$ cat src/rtl/reg_pair_file.sv
// reg_pair_file: parametrised Game Boy CPU register file.
//
// Holds NUM_REGS byte registers, grouped as pairs p = {reg[2p], reg[2p+1]}
// (AF, BC, DE, HL with the default map). It provides byte and pair read/write,
// a pair +/-1 stepper (HL+/HL-, SP stepping), masking of the flag register's
// low bits, and a one-deep shadow bank for save/restore.
//
// Ports:
//   i_clk, i_rst            clock, synchronous active-high reset
//   i_rd_sel / o_rd_data    RD_PORTS packed byte read ports
//   i_pair_rd_sel           pair read select; o_pair_rd_data = {hi, lo}
//   i_wr_*                  byte write port
//   i_pair_wr_*             pair write port
//   i_step_*                pair step (+1, or -1 when i_step_dec is set)
//   i_save, i_restore       shadow bank capture and restore
//   o_shadow_valid          shadow holds an unrestored snapshot
module reg_pair_file #(
  parameter int unsigned        DATA_W    = 8,
  parameter int unsigned        NUM_REGS  = 8,
  parameter int unsigned        RD_PORTS  = 3,
  parameter int unsigned        BYPASS    = 1,
  parameter int unsigned        FLAG_IDX  = 1,
  parameter logic [DATA_W-1:0]  FLAG_MASK = 8'hF0,
  localparam int unsigned       IDX_W     = $clog2(NUM_REGS),
  localparam int unsigned       PAIRS     = NUM_REGS / 2,
  localparam int unsigned       PIDX_W    = (PAIRS > 1) ? $clog2(PAIRS) : 1
) (
  input  logic                         i_clk,
  input  logic                         i_rst,
  input  logic [RD_PORTS*IDX_W-1:0]    i_rd_sel,
  output logic [RD_PORTS*DATA_W-1:0]   o_rd_data,
  input  logic [PIDX_W-1:0]            i_pair_rd_sel,
  output logic [2*DATA_W-1:0]          o_pair_rd_data,
  input  logic                         i_wr_en,
  input  logic [IDX_W-1:0]             i_wr_sel,
  input  logic [DATA_W-1:0]            i_wr_data,
  input  logic                         i_pair_wr_en,
  input  logic [PIDX_W-1:0]            i_pair_wr_sel,
  input  logic [2*DATA_W-1:0]          i_pair_wr_data,
  input  logic                         i_step_en,
  input  logic [PIDX_W-1:0]            i_step_sel,
  input  logic                         i_step_dec,
  input  logic                         i_save,
  input  logic                         i_restore,
  output logic                         o_shadow_valid
);

  localparam logic [2*DATA_W-1:0] PairOne = {{(2*DATA_W-1){1'b0}}, 1'b1};

  logic [DATA_W-1:0]   regs_q   [NUM_REGS];
  logic [DATA_W-1:0]   regs_d   [NUM_REGS];
  logic [DATA_W-1:0]   shadow_q [NUM_REGS];
  logic [DATA_W-1:0]   rd_src   [NUM_REGS];
  logic                shadow_valid_q;
  logic                do_restore;
  logic [IDX_W-1:0]    step_hi_idx, step_lo_idx;
  logic [IDX_W-1:0]    prd_hi_idx, prd_lo_idx;
  logic [2*DATA_W-1:0] step_cur, step_res;

  // A restore without a valid snapshot is ignored entirely.
  assign do_restore     = i_restore & shadow_valid_q;
  assign o_shadow_valid = shadow_valid_q;

  assign step_hi_idx = IDX_W'({i_step_sel, 1'b0});
  assign step_lo_idx = IDX_W'({i_step_sel, 1'b1});
  assign prd_hi_idx  = IDX_W'({i_pair_rd_sel, 1'b0});
  assign prd_lo_idx  = IDX_W'({i_pair_rd_sel, 1'b1});

  // Step always works from the stored pair, so back-to-back steps advance by one.
  always_comb begin
    step_cur = {regs_q[step_hi_idx], regs_q[step_lo_idx]};
    step_res = i_step_dec ? (step_cur - PairOne) : (step_cur + PairOne);
  end

  // Per-byte next state; later assignments override earlier ones, so the
  // order below is lowest priority first: step, byte write, pair write, restore.
  always_comb begin
    for (int unsigned i = 0; i < NUM_REGS; i++) begin
      regs_d[i] = regs_q[i];
      if (i_step_en && (i_step_sel == PIDX_W'(i / 2))) begin
        regs_d[i] = (i % 2 == 0) ? step_res[2*DATA_W-1:DATA_W] : step_res[DATA_W-1:0];
      end
      if (i_wr_en && (i_wr_sel == IDX_W'(i))) begin
        regs_d[i] = i_wr_data;
      end
      if (i_pair_wr_en && (i_pair_wr_sel == PIDX_W'(i / 2))) begin
        regs_d[i] = (i % 2 == 0) ? i_pair_wr_data[2*DATA_W-1:DATA_W]
                                 : i_pair_wr_data[DATA_W-1:0];
      end
      if (do_restore) begin
        regs_d[i] = shadow_q[i];
      end
      if (i == FLAG_IDX) begin
        regs_d[i] = regs_d[i] & FLAG_MASK;
      end
    end
  end

  always_ff @(posedge i_clk) begin
    if (i_rst) begin
      for (int unsigned i = 0; i < NUM_REGS; i++) begin
        regs_q[i]   <= '0;
        shadow_q[i] <= '0;
      end
      shadow_valid_q <= 1'b0;
    end else begin
      regs_q <= regs_d;
      if (do_restore) begin
        shadow_valid_q <= 1'b0;
      end else if (i_save) begin
        // Snapshot is of the stored values, before this cycle's writes.
        shadow_q       <= regs_q;
        shadow_valid_q <= 1'b1;
      end
    end
  end

  always_comb begin
    for (int unsigned i = 0; i < NUM_REGS; i++) begin
      rd_src[i] = (BYPASS != 0) ? regs_d[i] : regs_q[i];
    end
  end

  always_comb begin
    o_rd_data = '0;
    for (int unsigned k = 0; k < RD_PORTS; k++) begin
      o_rd_data[k*DATA_W +: DATA_W] = rd_src[i_rd_sel[k*IDX_W +: IDX_W]];
    end
    o_pair_rd_data = {rd_src[prd_hi_idx], rd_src[prd_lo_idx]};
  end

endmodule

$ cat config.mk
export PLATFORM = sky130hd
export DESIGN_NAME = reg_pair_file
export DESIGN_NICKNAME = d
export VERILOG_FILES = /design/src/rtl/reg_pair_file.sv
export SDC_FILE = /design/constraint.sdc
export NUM_CORES = 1
export LEC_CHECK = 0
export CAP_MARGIN = 20
export CORE_MARGIN = 4
export CORE_UTILIZATION = 32
export DETAILED_ROUTE_END_ITERATION = 10
export PLACE_DENSITY_LB_ADDON = 0.1
export SETUP_SLACK_MARGIN = 0.1
export SKIP_CTS_REPAIR_TIMING = 1
export SLEW_MARGIN = 40
export SYNTH_ARGS = -nofsm -noshare
export SYNTH_HDL_FRONTEND = slang
export SYNTH_SLANG_ARGS = --single-unit
$ cat constraint.sdc
create_clock -name i_clk -period 5.04 [get_ports i_clk]
set_input_delay 0.756 -clock i_clk [delete_from_list [all_inputs] [get_ports i_clk]]
set_output_delay 0.756 -clock i_clk [all_outputs]
set_load 0.1 [all_outputs]
==> key figures, run 1 <==
Outcome
  – Outcome: complete, but fails checks
  – Violated checks: setup timing

Min path
  – Hold WC Path Type: reg2reg
  – Hold Crit Start: shadow_q[25]
  – WHS Endpoint: shadow_q[25]
  – Hold depth: 2

Global route
  – Global-route wire length before repair: 73700 um
  – Largest net degree at the start of global routing: 72
  – Vias in the first global route: 11000
  – Total grt overflow: 0
  – GRT Total Usage: 0.298
  – Initial antenna violation count: 1

Placed design
  – Port bufs: 90
  – Routability cong.: 0.967
  – Hpwl dp: 38600 um

Die
  – Chip Width: 180 um
  – Starting Density: 0.327
  – Row cnt: 62
  – Core area: 0.0289 mm2
  – Die ar.: 0.0324 mm2
  – Die span in y: 180 um
  – Top Ports: 91

Clock network
  – Num CTS Buffers: 17
  – Clk Latency, worst-skew pair: 0.44 ns
  – Root buf cell: clkbuf_16
  – CTS H-Tree Depth: 4
  – Clk buf depth: 2
  – CTS tree: done
  – Sink Count: 121
  – Clock slew at reported path FFs: 0.06 ns

Yosys
  – Synth Net Count: 1380
  – Flops & latches, synth: 121
  – Post-synth EDFFs: 0
  – Count leader, synth: nand2_1
  – Main synth FF type: dfxtp_1
  – Post-Syn Instances: 1315
  – Commonest cells in the netlist: 252 x nand2_1, 144 x a21oi_1, 136 x nor2_1, 121 x dfxtp_1, 95 x clkbuf_1
  – Synth top area share: 0.256
  – Count of cell types in the netlist: 74
  – Seq/Total Area, Yosys: 0.256
  – Post-Syn Area: 0.00947 mm2
  – Synth area leaders: dfxtp_1 26%, nand2_1 10%, a21oi_1 7.6%
  – Ys Warns: 0
  – Largest area contributor in the netlist: dfxtp_1
  – Post-synth ARST share: 0
  – Syn_area_per_cell: 7.20 um2

Route
  – DRT Pass-1 Iters: 5
  – Vias: 11800
  – First DRT Iteration DRCs: 1250
  – Drt drc: 0
  – Avg WL per Cell: 26.2 um
  – Vias per cell: 5.98
  – Final WL: 51500 um
  – Routed Antenna Nets: 0

Final layout
  – N_diodes: 0
  – Synth-to-layout area growth: 55.1%
  – Final Core Density: 0.507
  – Layout cells sized above 1: 0.335
  – Final Net Count: 1635

Pwr
  – Worst vdd ir: 206 uV
  – Pint: 2.71 mW
  – Combinational Power Share: 0.494
  – Reg power frac: 0.234
  – Pwr Density: 319 mW/mm2
  – P_leak: 5.74 nW
  – Clock power share: 0.272
  – Tot Pwr: 4.69 mW
  – Net Switching: 1.97 mW
  – Sw Ratio: 0.421

Timing
  – Final WS setup: -0.144 ns
  – Worst Max-Slew Pin Slew: 0.782 ns
  – Setup Viol. Count Final: 15
  – Minimum clock period: 5.18 ns
  – RSZ-0062 raised after global routing: yes
  – Final hold violation count: 0
  – Worst Skew: 0.00982 ns
  – Slew headroom: 0.477
  – Fin. max-slew vios: 0
  – Fmax achieved: 0.193 GHz
  – Crit share post-route: 1.03

Job
  – Max-cap violations: 0

Worst setup path
  – CP Class: in2out
  – Reg2Reg Launch Point: regs_q[17]
  – Critical Path End Type: primary output
  – Startpoint Class: input port
  – Crit Reg-Reg Endpoint: regs_q[55]
  – Critical Path Fanout Max: 7
  – Data required, critical path: 4.28 ns
  – R2R setup slack: 1.59 ns
  – R2R depth: 14
  – Critical Path AT: 4.43 ns
-- worst max-delay path by stage --
stage	start	to	slack, ns
finish	i_step_sel[0]	o_rd_data[22]	-0.14
global route	i_step_sel[0]	o_rd_data[7]	-0.25
CTS	i_step_sel[0]	o_rd_data[23]	-0.76
detailed placement	i_step_sel[0]	o_rd_data[23]	-0.74
global placement	i_step_sel[0]	o_rd_data[23]	-0.71
floorplan	i_step_sel[0]	o_rd_data[13]	-0.09
-- cell type report --
type	count	area, um2
fillers	2792	14300
multi-input cells	1076	7730
repair buffers	335	3370
flip-flops and latches	121	2420
well taps	384	480
clock buffers	18	439
clock inverters	14	163
inverters	19	75.1
-- logic make-up after synthesis --
| logic type | after synthesis | synth area share |
|---|---|---|
| muxes | 77 | 0.118 |
| buffers and inverters | 118 | 0.0468 |
| and+or+nand+nor | 548 | 0.257 |
| adders and majority gates | 15 | 0.0206 |
| DFF | 121 | 0.256 |
| AOI/OAI and AO/OA | 426 | 0.292 |
| xor gates and xnor gates | 10 | 0.00925 |
-- power by group through the flow --
stage               Sequential, mW  Combinational (mW)  Clock (mW)
global placement              1.11                2.05           0
global route                  1.10                2.42        1.33
floorplan                     1.08                1.16           0
finish                        1.10                2.32        1.27
CTS                           1.09                2.06        1.28
detailed placement            1.11                2.05           0
-- metrics by stage --
step	setup slack, ns	instance area, um2	std cells	TNS, ns	hold slack, ns
floorplan	-0.0942	9830	1315	-0.113	0.433
global placement	-0.706	12900	1905	-19.41	0.441
detailed placement	-0.737	12900	1905	-19.37	0.446
CTS	-0.765	13500	1937	-20.91	0.456
global route	-0.254	14700	1967	-3.09	0.467
finish	-0.144	14700	1967	-1.16	0.456
-- worst max-delay path: stages --
cell and delay, ns:
buf_8 0.11, clkbuf_16 0.16, buf_4 0.13, mux2_4 0.33, a22oi_2 0.20, fa_2 0.29
nor2b_4 0.05, buf_4 0.14, o31ai_4 0.22, nand2_2 0.11, xor2_2 0.21, buf_4 0.15
buf_4 0.13, buf_4 0.13, nand2_1 0.08, a41oi_1 0.14, buf_4 0.18, nand2_1 0.05
o21ai_0 0.13, mux4_2 0.55, buf_12 0.19
-- registers in the layout (all words and copies together), names as in the netlist --
| register | flops |
|---|---|
| regs_q | 60 |
| shadow_q | 60 |
| o_shadow_valid | 1 |
-- cells in the final DEF (no fill, tap or decap), types with 11 or more instances in the layout --
cell type,Yosys,layout
dfxtp_1,121,121
nor2b_1,32,30
nor3_1,34,25
o21ai_2,0,12
a21oi_1,144,115
buf_12,0,49
a21oi_2,0,23
o22ai_1,20,19
nand2_1,252,244
buf_4,0,212
nand3_1,29,27
clkbuf_16,0,19
o21ai_0,75,53
inv_1,15,11
mux2i_1,37,35
a211oi_1,21,11
nor2_1,136,131
clkdlybuf4s50_1,0,44
buf_6,0,22
mux4_2,26,26
o211ai_1,13,13
a22oi_1,16,14
-- routing by layer --
metal	wire (um)	share of wire	vias up	global-route usage
met3	4410	0.086	75	0.0585
met2	22700	0.44	544	0.450
met4	1710	0.033	0	0.111
met5	0	0	-	0
met1	22600	0.44	5794	0.424
li1	-	-	5352	-
Power figures use the tool's default switching activity.
==> run 2: changes to the inputs <==
Settings changed: REMOVE_ABC_BUFFERS set to 1.
Clock period 5.04 ns to 5.5 ns, I/O delays scaled along.
==> key figures, run 2 (same netlist as run 1, synthesis figures left out) <==
Outcome
  – Outcome: complete, no violations

Job
  – Max-cap violations: 0

Worst setup path
  – Critical path buffers and inverters: 6
  – Critical Path End Type: primary output
  – Crit-path cells: clkbuf_2 -> buf_6 -> mux4_2 -> ha_4 -> buf_4 -> o21ai_0 -> a21oi_1 -> o21ai_2 -> a21oi_1 -> o22ai_1 -> xor2_1 -> buf_4 -> a221oi_2 -> buf_4 -> mux2_4 -> mux4_2 -> buf_12
  – Crit Reg-Reg Endpoint: regs_q[29]
  – Critical Path AT: 4.53 ns
  – Critical Path Sink: o_rd_data[6]
  – R2R depth: 14
  – Worst Setup SP: i_step_sel[1]
  – Data required, critical path: 4.68 ns
  – Critical path's top delay family: multiplexers
  – Reg2Reg Launch Point: regs_q[17]
  – Slowest stage delay, CP: 0.61 ns
  – Critical Path Fanout Max: 6
  – Critical path depth: 17
  – CP Class: in2out
  – Cell mode on critical path: buf_4
  – Crit-path slowest cell: mux4_2
  – Startpoint Class: input port
  – R2R setup slack: 2.19 ns

Pwr
  – Tot Pwr: 4.13 mW
  – P_leak: 5.44 nW
  – Worst vdd ir: 185 uV
  – Pwr Density: 301 mW/mm2

Clock network
  – Clock slew at reported path FFs: 0.07 ns
  – Num CTS Buffers: 17
  – Clk Latency, worst-skew pair: 0.44 ns
  – Clk buf depth: 2
  – Root buf cell: clkbuf_16
  – CTS H-Tree Depth: 4
  – CTS tree: done
  – Sink Count: 121

Route
  – Final WL: 50500 um
  – Routed Antenna Nets: 0
  – Vias per cell: 6.09
  – Drt drc: 0
  – Vias: 11800
  – Avg WL per Cell: 26.0 um
  – First DRT Iteration DRCs: 1460
  – DRT Pass-1 Iters: 8

Placed design
  – Port bufs: 90
  – Hpwl dp: 37400 um
  – Routability cong.: 1.04
  – Inst Count DP: 1896

Final layout
  – Synth-to-layout area growth: 44.8%
  – Most common cell after layout, fill and taps aside: nand2_1
  – Fillers: 2866
  – Area of the multi-input gates: 0.00709 mm2
  – Final Core Density: 0.474
  – Finished Layout Cells: 1943
  – N_diodes: 0
  – Final Net Count: 1611
  – Layout cells sized above 1: 0.276
  – Most frequent cells in the layout: 249 x nand2_1, 214 x buf_4, 135 x nor2_1
  – Register cell area after layout: 0.00242 mm2

Die
  – Die ar.: 0.0324 mm2
  – Die span in y: 180 um
  – Row cnt: 62
  – Top Ports: 91
  – Core area: 0.0289 mm2
  – Starting Density: 0.327
  – Chip Width: 180 um

Timing
  – Final hold violation count: 0
  – Worst Skew: 0.0141 ns
  – Fin. max-slew vios: 0
  – Total negative setup slack: 0 ns
  – Crit share post-route: 0.974
  – Worst Max-Slew Pin Slew: 0.826 ns
  – Minimum clock period: 5.36 ns
  – Setup Viol. Count Final: 0
  – Fmax achieved: 0.187 GHz
  – Slew headroom: 0.450
  – RSZ-0062 raised after global routing: yes

Global route
  – Total grt overflow: 0
  – Initial antenna violation count: 0
  – Global-route wire length before repair: 72800 um
  – GRT Total Usage: 0.294
  – Largest net degree at the start of global routing: 71
  – Vias in the first global route: 11000

Min path
  – Hold WC Path Type: reg2reg
  – Hold depth: 2
## run 2: cell count changes in the layout (fill, tap and decap cells not counted), moves of 5 or more
cell / change
a221oi_4: -6
buf_12: -5
a21oi_1: +14
o21ai_0: +9
a31oi_1: +7
buf_6: -19
a31oi_2: -6
nand2_1: +5
a21oi_4: -6
a21oi_2: -8
o21ai_2: -9
## run 2: final cells by class
cell class,count,share of cell area
Inverter,19,0.00520
Multi-Input combinational cell,1076,0.517
Sequential cell,121,0.177
Timing Repair Buffer,311,0.221
Tap cell,384,0.0350
Clock buffer,19,0.0323
Clock inverter,13,0.0122
## run 2: tightest hold or removal path, delay by kind of cell (launching register included)
family	cells	cell delay [ns]
and+or+nand+nor	1	0.05
AOI/OAI and AO/OA	1	0.05
DFF	1	0.31
## run 2: worst min path at each step
stage                         to         start
global route        shadow_q[55]  shadow_q[55]
global placement    shadow_q[63]  shadow_q[63]
finish              shadow_q[34]  shadow_q[34]
floorplan            shadow_q[0]   shadow_q[0]
detailed placement  shadow_q[61]  shadow_q[61]
CTS                  shadow_q[5]   shadow_q[5]
## run 2: through the flow
stage / setup slack, ns / cell area (um2) / hold WS [ns]
floorplan: -1.14 / 9100 / 0.427
finish: 0.144 / 13700 / 0.454
global route: -0.00774 / 13700 / 0.474
global placement: -0.623 / 12500 / 0.441
CTS: -0.634 / 13100 / 0.455
detailed placement: -0.599 / 12500 / 0.447
## run 2: power by group
part | switching, mW | total, mW | internal, mW
sequential | 0.0578 | 0.993 | 0.935
combinational | 1.16 | 1.93 | 0.766
clock | 0.477 | 1.21 | 0.730
total | 1.70 | 4.13 | 2.43
## run 2: per-layer routing
layer  vias to the layer above  GRT usage  part of all wire
met4                         0      0.141             0.058
li1                       5292          -                 -
met2                       789      0.442              0.43
met1                      5598      0.403              0.41
met3                       159     0.0636              0.11
met5                         -          0                 0
==> run 3: changes to the inputs <==
Settings changed: CTS_BUF_LIST set to sky130_fd_sc_hd__clkbuf_4 sky130_fd_sc_hd__clkbuf_8.
==> key figures, run 3 (same netlist as run 1, synthesis figures left out) <==
Clock network
  – Clk buf depth: 2
  – Root buf cell: clkbuf_8
  – Num CTS Buffers: 17
  – Clk Latency, worst-skew pair: 0.48 ns
  – Sink Count: 121
  – Clock slew at reported path FFs: 0.08 ns
  – CTS H-Tree Depth: 4
  – CTS tree: done

Die
  – Starting Density: 0.327
  – Die ar.: 0.0324 mm2
  – Core area: 0.0289 mm2
  – Row cnt: 62
  – Die span in y: 180 um
  – Chip Width: 180 um
  – Top Ports: 91

Timing
  – Worst Max-Slew Pin Slew: 0.849 ns
  – Slew headroom: 0.434
  – Final hold violation count: 0
  – Crit share post-route: 0.977
  – Setup Viol. Count Final: 0
  – Worst Skew: 0.0183 ns
  – Minimum clock period: 5.37 ns
  – RSZ-0062 raised after global routing: yes
  – Fin. max-slew vios: 0
  – Fmax achieved: 0.186 GHz

Global route
  – Global Route met3 Usage: 0.0585
  – GR peak layer: met2
  – Vias in the first global route: 10900
  – Initial antenna violation count: 0
  – Largest net degree at the start of global routing: 71
  – Total grt overflow: 0
  – Met1 Use GR: 0.404
  – M2 GR Usage: 0.443
  – Global-route wire length before repair: 72700 um
  – GRT Total Usage: 0.294

Worst setup path
  – Critical Path End Type: primary output
  – Critical Path Fanout Max: 7
  – Data required, critical path: 4.68 ns
  – Startpoint Class: input port
  – Critical Path AT: 4.55 ns
  – CP Class: in2out

Pwr
  – Clock power share: 0.238
  – Reg power frac: 0.260
  – P_leak: 5.32 nW
  – Pwr Density: 284 mW/mm2
  – Combinational Power Share: 0.502
  – Net Switching: 1.66 mW
  – Tot Pwr: 3.82 mW
  – Pint: 2.16 mW
  – Worst vdd ir: 155 uV
  – Sw Ratio: 0.435

Route
  – First DRT Iteration DRCs: 1482
  – Routed Antenna Nets: 0
  – Vias: 11800
  – Avg WL per Cell: 26.1 um
  – DRT Pass-1 Iters: 8
  – Final WL: 50600 um
  – Drt drc: 0
  – Vias per cell: 6.10

Final layout
  – Most frequent cells in the layout: 250 x nand2_1, 210 x buf_4, 135 x nor2_1
  – Final Net Count: 1606
  – Synth-to-layout area growth: 42.1%
  – Final Core Density: 0.465
  – Most common cell after layout, fill and taps aside: nand2_1
  – Layout cells sized above 1: 0.271
  – N_diodes: 0
  – Fillers: 2896
  – Final Instance Area: 0.0135 mm2

Outcome
  – Outcome: complete, no violations

Placed design
  – Port bufs: 90
  – Routability cong.: 1.04
  – Hpwl dp: 37400 um
  – Placed Area: 0.0125 mm2

Min path
  – Hold WC Path Type: reg2reg

Job
  – Max-cap violations: 0
run 3: cell type report:
cell class / instances / area, um2 / share of cell area
tap: 384 / 480 / 0.0357
multi-input combinational: 1076 / 7060 / 0.525
timing repair buffer: 306 / 3000 / 0.223
inverter: 19 / 71.3 / 0.00530
sequential: 121 / 2420 / 0.180
clock inverter: 13 / 168 / 0.0125
clock buffer: 19 / 255 / 0.0190
run 3: final timing paths:
kind,start,slack [ns],end,cells past startpoint
setup reg to reg,regs_q[17],2.16,regs_q[37],17
hold reg to reg,shadow_q[47],0.46,shadow_q[47],2
hold / removal,shadow_q[47],0.46,shadow_q[47],2
setup / recovery,i_step_dec,0.13,o_rd_data[15],15
run 3: worst max-delay path: stages:
cell	delay [ns]
clkdlybuf4s50_1	0.46
buf_4	0.18
buf_4	0.24
ha_2	0.34
a21o_1	0.22
or3_1	0.41
a211oi_2	0.26
a311oi_4	0.11
buf_4	0.18
o31ai_4	0.30
mux2_1	0.19
nor2_1	0.04
a31o_2	0.22
a221o_1	0.37
buf_12	0.20
run 3: power by group through the flow:
stage          logic (mW)  registers (mW)  clock network [mW]
3_3_place_gp         1.77            1.01                   0
2_1_floorplan       0.943           0.986                   0
4_1_cts              1.78           0.988               0.926
6_report             1.92           0.992               0.911
5_1_grt              2.00           0.996               0.949
3_5_place_dp         1.77            1.01                   0
run 3: routing by layer:
metal,vias to the layer above,routed length (um)
met1,5602,20900
met4,0,2700
met2,786,21800
li1,5276,-
met3,160,5220
met5,-,0
run 3: stage by stage:
stage	worst slack [ns]	setup TNS [ns]	hold WS, ns	instances
3_5_place_dp	-0.599	-12.25	0.447	1896
2_1_floorplan	-1.14	-12.39	0.427	1216
6_report	0.126	0	0.456	1938
4_1_cts	-0.634	-13.26	0.457	1928
3_3_place_gp	-0.623	-12.55	0.441	1896
5_1_grt	0.0418	0	0.477	1938
==> RTL change 1: new RTL, settings of run 1 <==
Reset style: asynchronous (`i_rst`), changed in one clocked block. Comments in the files are not updated.
--- a/src/rtl/reg_pair_file.sv
+++ b/src/rtl/reg_pair_file.sv
@@ -96,7 +96,7 @@
     end
   end
 
-  always_ff @(posedge i_clk) begin
+  always_ff @(posedge i_clk or posedge i_rst) begin
     if (i_rst) begin
       for (int unsigned i = 0; i < NUM_REGS; i++) begin
         regs_q[i]   <= '0;
Function: changed (a bounded check fails within 4 cycles, from zero or initial values and one cycle with i_rst high; the reset may be asserted at any time).
==> RTL change 1 against run 1 <==
  * The run still ends with setup timing left
  * Worst setup slack gained 0.099 ns
  * Synthesized area increased by 6.1%
  * Wire length is 4.0% higher
  * Cell area rose by 5.3%
  * Sequential cell count unchanged
  * Critical endpoint is now o_rd_data[23]
  * Critical path depth fell by 4
Power is not compared: it rests on default switching activity, and its combinational part moved more than twofold at a synthesized area within 25%.
==> RTL change 1: results <==
status:
  outcome: "finished, violations left"
  violated_checks: "setup timing"
logic_synthesis:
  synthAdderAreaFrac: 0.0194
  async_reset_ff_frac: 1.00
  instance_count_of_the_mapped_netlist: 1198
  post_synth_most_frequent_cells: "sky130_fd_sc_hd__nand2_1 (133), sky130_fd_sc_hd__dfrtp_1 (121), sky130_fd_sc_hd__nor2_1 (100)"
  post_synth_cell_types: 79
  synth_mux_area_frac: 0.174
  syn-num-nets: 1263
  synth.area.top_cells: "sky130_fd_sc_hd__dfrtp_1 (30%), sky130_fd_sc_hd__mux2_2 (7.5%), sky130_fd_sc_hd__mux4_2 (6.1%)"
  post_synth_xor_area_fraction: 0.00959
  synth_compound_area_frac: 0.253
  synth-seq-area-share: 0.301
route:
  drt_iter0_drc: 1311
  detail_route.wirelength.met1_um: 23400
  route.vias.total: 11600
  uppermost_metal_layer_occupied_by_signal_nets: "met5"
  wl_met2_um: 23500
  wl_per_cell_um: 28.3
placement:
  placed_cell_area_um2: 13800
  place.gp.congestion: 0.952
  numPlacedInstances: 1836
  dpl_worst_slack_ns: -0.774
worst_setup_path:
  reg2regPathDepth: 15
  rr_startpoint: "regs_q[2]"
  worst-path-max-fanout: 5
  crit_path_largest_cell_delay_ns: 0.38
  timing.critical_path.max_delay_family: "compound AO/OA/AOI/OAI gates"
  arrival_ns: 4.33
  worst_path_max_delay_cell: "sky130_fd_sc_hd__or3_4"
  crit-reg2reg-capture: "regs_q[41]"
timing:
  totalNegativeSetupSlack_ns: -0.191
  worst_slew_margin_rel: 0.445
  finalSetupViolCount: 6
  fin_ws_ns: -0.0448
  fin_hold_ws_ns: 0.509
clocking:
  cts.reportedPaths.clkPinSlew_ns: 0.06
global_route:
  gr-usage-met3: 0.0601
  total_global_route_track_usage: 0.305
  globalRouteMet2Util: 0.455
  grt_first_pass_wirelength_um: 76300
  first_global_vias: 10900
  initial_antenna_violation_count: 2
  use_met1: 0.442
run:
  max_capacitance_violation_count: 0
layout:
  design.final.nets: 1546
  drive_above_1_share: 0.413
hold_path:
  worstHoldStart: "shadow_q[30]"
  end_point_of_the_most_critical_hold_path: "shadow_q[30]"
power_and_ir_drop:
  p_total_w: 0.00807
==> RTL change 1: cell count changes in the layout (fill, tap and decap cells not counted), moves of 24 or more <==
cell,run 1,this run
sky130_fd_sc_hd__dfxtp_1,121,0
sky130_fd_sc_hd__dfrtp_1,0,119
sky130_fd_sc_hd__nand2_1,244,128
sky130_fd_sc_hd__mux2_2,6,63
sky130_fd_sc_hd__a21oi_1,115,68
sky130_fd_sc_hd__nor2_1,131,88
sky130_fd_sc_hd__buf_4,212,244
sky130_fd_sc_hd__inv_1,11,41
sky130_fd_sc_hd__nor2b_1,30,6
==> RTL change 1: area by class of cell <==
class                   count  area, µm²
diodes                      1       2.50
clock buffers              17        425
clock inverters            15        168
fillers                  2941      15300
inverters                  45        178
multi-input cells         936       7690
flip-flops and latches    121       3030
well taps                 396        495
repair buffers            360       3480
==> RTL change 2: new RTL, settings of run 1 <==
Made on the original files. Set the parameter `BYPASS` to 0 (it was 1).
--- a/src/rtl/reg_pair_file.sv
+++ b/src/rtl/reg_pair_file.sv
@@ -18,7 +18,7 @@
   parameter int unsigned        DATA_W    = 8,
   parameter int unsigned        NUM_REGS  = 8,
   parameter int unsigned        RD_PORTS  = 3,
-  parameter int unsigned        BYPASS    = 1,
+  parameter int unsigned        BYPASS    = 0,
   parameter int unsigned        FLAG_IDX  = 1,
   parameter logic [DATA_W-1:0]  FLAG_MASK = 8'hF0,
   localparam int unsigned       IDX_W     = $clog2(NUM_REGS),
Formal check against the unedited RTL: not equivalent (a bounded check fails within 4 cycles, from zero or initial values and one cycle with i_rst high).
==> RTL change 2 against run 1 <==
  * Die area down 7.9%
  * Wire length shrank 29%
  * Synthesized area is 8.3% lower
  * Cell area shrank 29%
  * Sequential power is 15% higher
  * Maximum frequency up 25%
  * Combinational power decreased by 37%
  * Total power down 15%
  * Sequential cell count unchanged
  * Worst setup slack gained 1.0 ns
  * Critical endpoint is now rd_src[63]
  * Worst hold slack got worse by 0.0020 ns
  * First-iteration DRC count decreased by 23%
  * Count of clock-buffer cells in the layout unchanged
  * Global-route usage decreased by 6.3 points
  * Critical path type is now input pin to flip-flop
==> RTL change 2: results <==
placement:
  place.gp.congestion: 0.940
  port_buffers: 90
  numPlacedInstances: 1416
  dpl.hpwl_um: 26400
route:
  dr_vias_cell: 6.10
  route.vias.total: 8834
  drt_iter0_drc: 963
  wl_per_cell_um: 25.1
  drtPass1Iterations: 5
logic_synthesis:
  synth-seq-area-share: 0.279
  ys_warn_count: 0
  synth.area.top_cells: "sky130_fd_sc_hd__dfxtp_1 (28%), sky130_fd_sc_hd__mux4_2 (16%), sky130_fd_sc_hd__nand2_1 (7.4%)"
  post_synth_cell_types: 62
  post_synth_most_frequent_cells: "sky130_fd_sc_hd__nand2_1 (172), sky130_fd_sc_hd__dfxtp_1 (121), sky130_fd_sc_hd__a21oi_1 (120)"
  instance_count_of_the_mapped_netlist: 1052
  async_reset_ff_frac: 0
timing:
  finClkSkew_ns: 0.0112
  timing_worst_slew_pin_value_ns: 0.850
clocking:
  cts.reportedPaths.clkPinSlew_ns: 0.06
  cts-buffers-inserted: 17
  ctsLongestPathBuffers: 2
  clock_insertion_delay_worst_skew_ns: 0.43
  htree_num_levels: 4
  cts_root_buffer: "sky130_fd_sc_hd__clkbuf_16"
worst_setup_path:
  timing.critical_path.max_delay_family: "compound AO/OA/AOI/OAI gates"
  crit_path_largest_cell_delay_ns: 0.54
  worst_path_max_delay_cell: "sky130_fd_sc_hd__mux4_2"
  worst-path-max-fanout: 22
global_route:
  grt_first_pass_wirelength_um: 54200
  first_global_vias: 8171
  initial_antenna_violation_count: 0
  grt_start_max_net_pins: 65
  total_global_route_track_usage: 0.236
layout:
  design.final.nets: 1159
  insertedDiodeCount: 0
  fillers: 2724
  drive_above_1_share: 0.184
power_and_ir_drop:
  ir_worst_vdd_mv: 0.187
  power_leakage_nw: 3.68
status:
  outcome: "complete, no violations"
hold_path:
  hp-class: "flip-flop to flip-flop"
==> RTL change 2: cell count changes after synthesis, sizes merged, moves of 12 or more <==
| cell | change |
|---|---|
| nor2 | -42 |
| a311oi | +12 |
| clkbuf | -17 |
| mux2i | -17 |
| o211ai | +14 |
| nor2b | -26 |
| mux2 | +17 |
| o21ai | -12 |
| nand2 | -80 |
| mux4 | +34 |
| a21oi | -24 |
| o221ai | -12 |
==> RTL change 2: worst min-delay path, stage by stage (launching register included) <==
cell and delay [ns]:
sky130_fd_sc_hd__dfxtp_1 0.31, sky130_fd_sc_hd__nand2_1 0.05, sky130_fd_sc_hd__a21oi_1 0.05
==> RTL change 2: layer usage <==
layer  GRT usage  share of wire  vias up
met5           0              0        -
met4      0.0589          0.022        0
met3      0.0514          0.075       62
met2       0.361           0.44      403
met1       0.340           0.46     4309
li1            -              -     4060
==> RTL change 2: layout make-up <==
cell class                      count  share of cell area
Sequential cell                   121               0.234
Tap cell                          341              0.0412
Inverter                           10             0.00362
Timing Repair Buffer              113              0.0947
Multi-Input combinational cell    831               0.569
Clock inverter                     14              0.0146
Clock buffer                       18              0.0424
==> RTL change 2: stage by stage <==
stage	total power [W]	setup WS [ns]	hold WS [ns]	cell area [µm²]	utilization
finish	0.00397	0.895	0.454	10400	0.386
global route	0.00414	0.652	0.472	10400	0.386
CTS	0.00398	0.939	0.454	10400	0.386
detailed placement	0.00272	0.497	0.445	9760	0.364
global placement	0.00272	0.518	0.440	9750	0.364
floorplan	0.00225	0.796	0.433	8690	-
==> RTL change 2: cells by family after synthesis <==
family,after synthesis,share of synthesized area
multiplexers,111,0.219
buffers and inverters,100,0.0434
AO/OA/AOI/OAI,343,0.256
adder cells (fa/ha/maj),15,0.0225
flip-flops,121,0.279
AND/OR/NAND/NOR,355,0.174
XOR/XNOR,7,0.00706
==> RTL change 2: path summary, 6_finish.rpt <==
check           startpoint           end  slack, ns  cells after the start
max reg2reg     rd_src[40]    rd_src[63]       1.47                     10
min reg2reg   shadow_q[22]  shadow_q[22]       0.45                      2
max          i_step_sel[0]    rd_src[63]       0.89                     12
min           shadow_q[22]  shadow_q[22]       0.45                      2
==> RTL change 2: power by group <==
part	switching, W	internal [W]
Sequential	0.000207	0.00105
Clock	0.000534	0.000714
Combinational	0.000962	0.000508
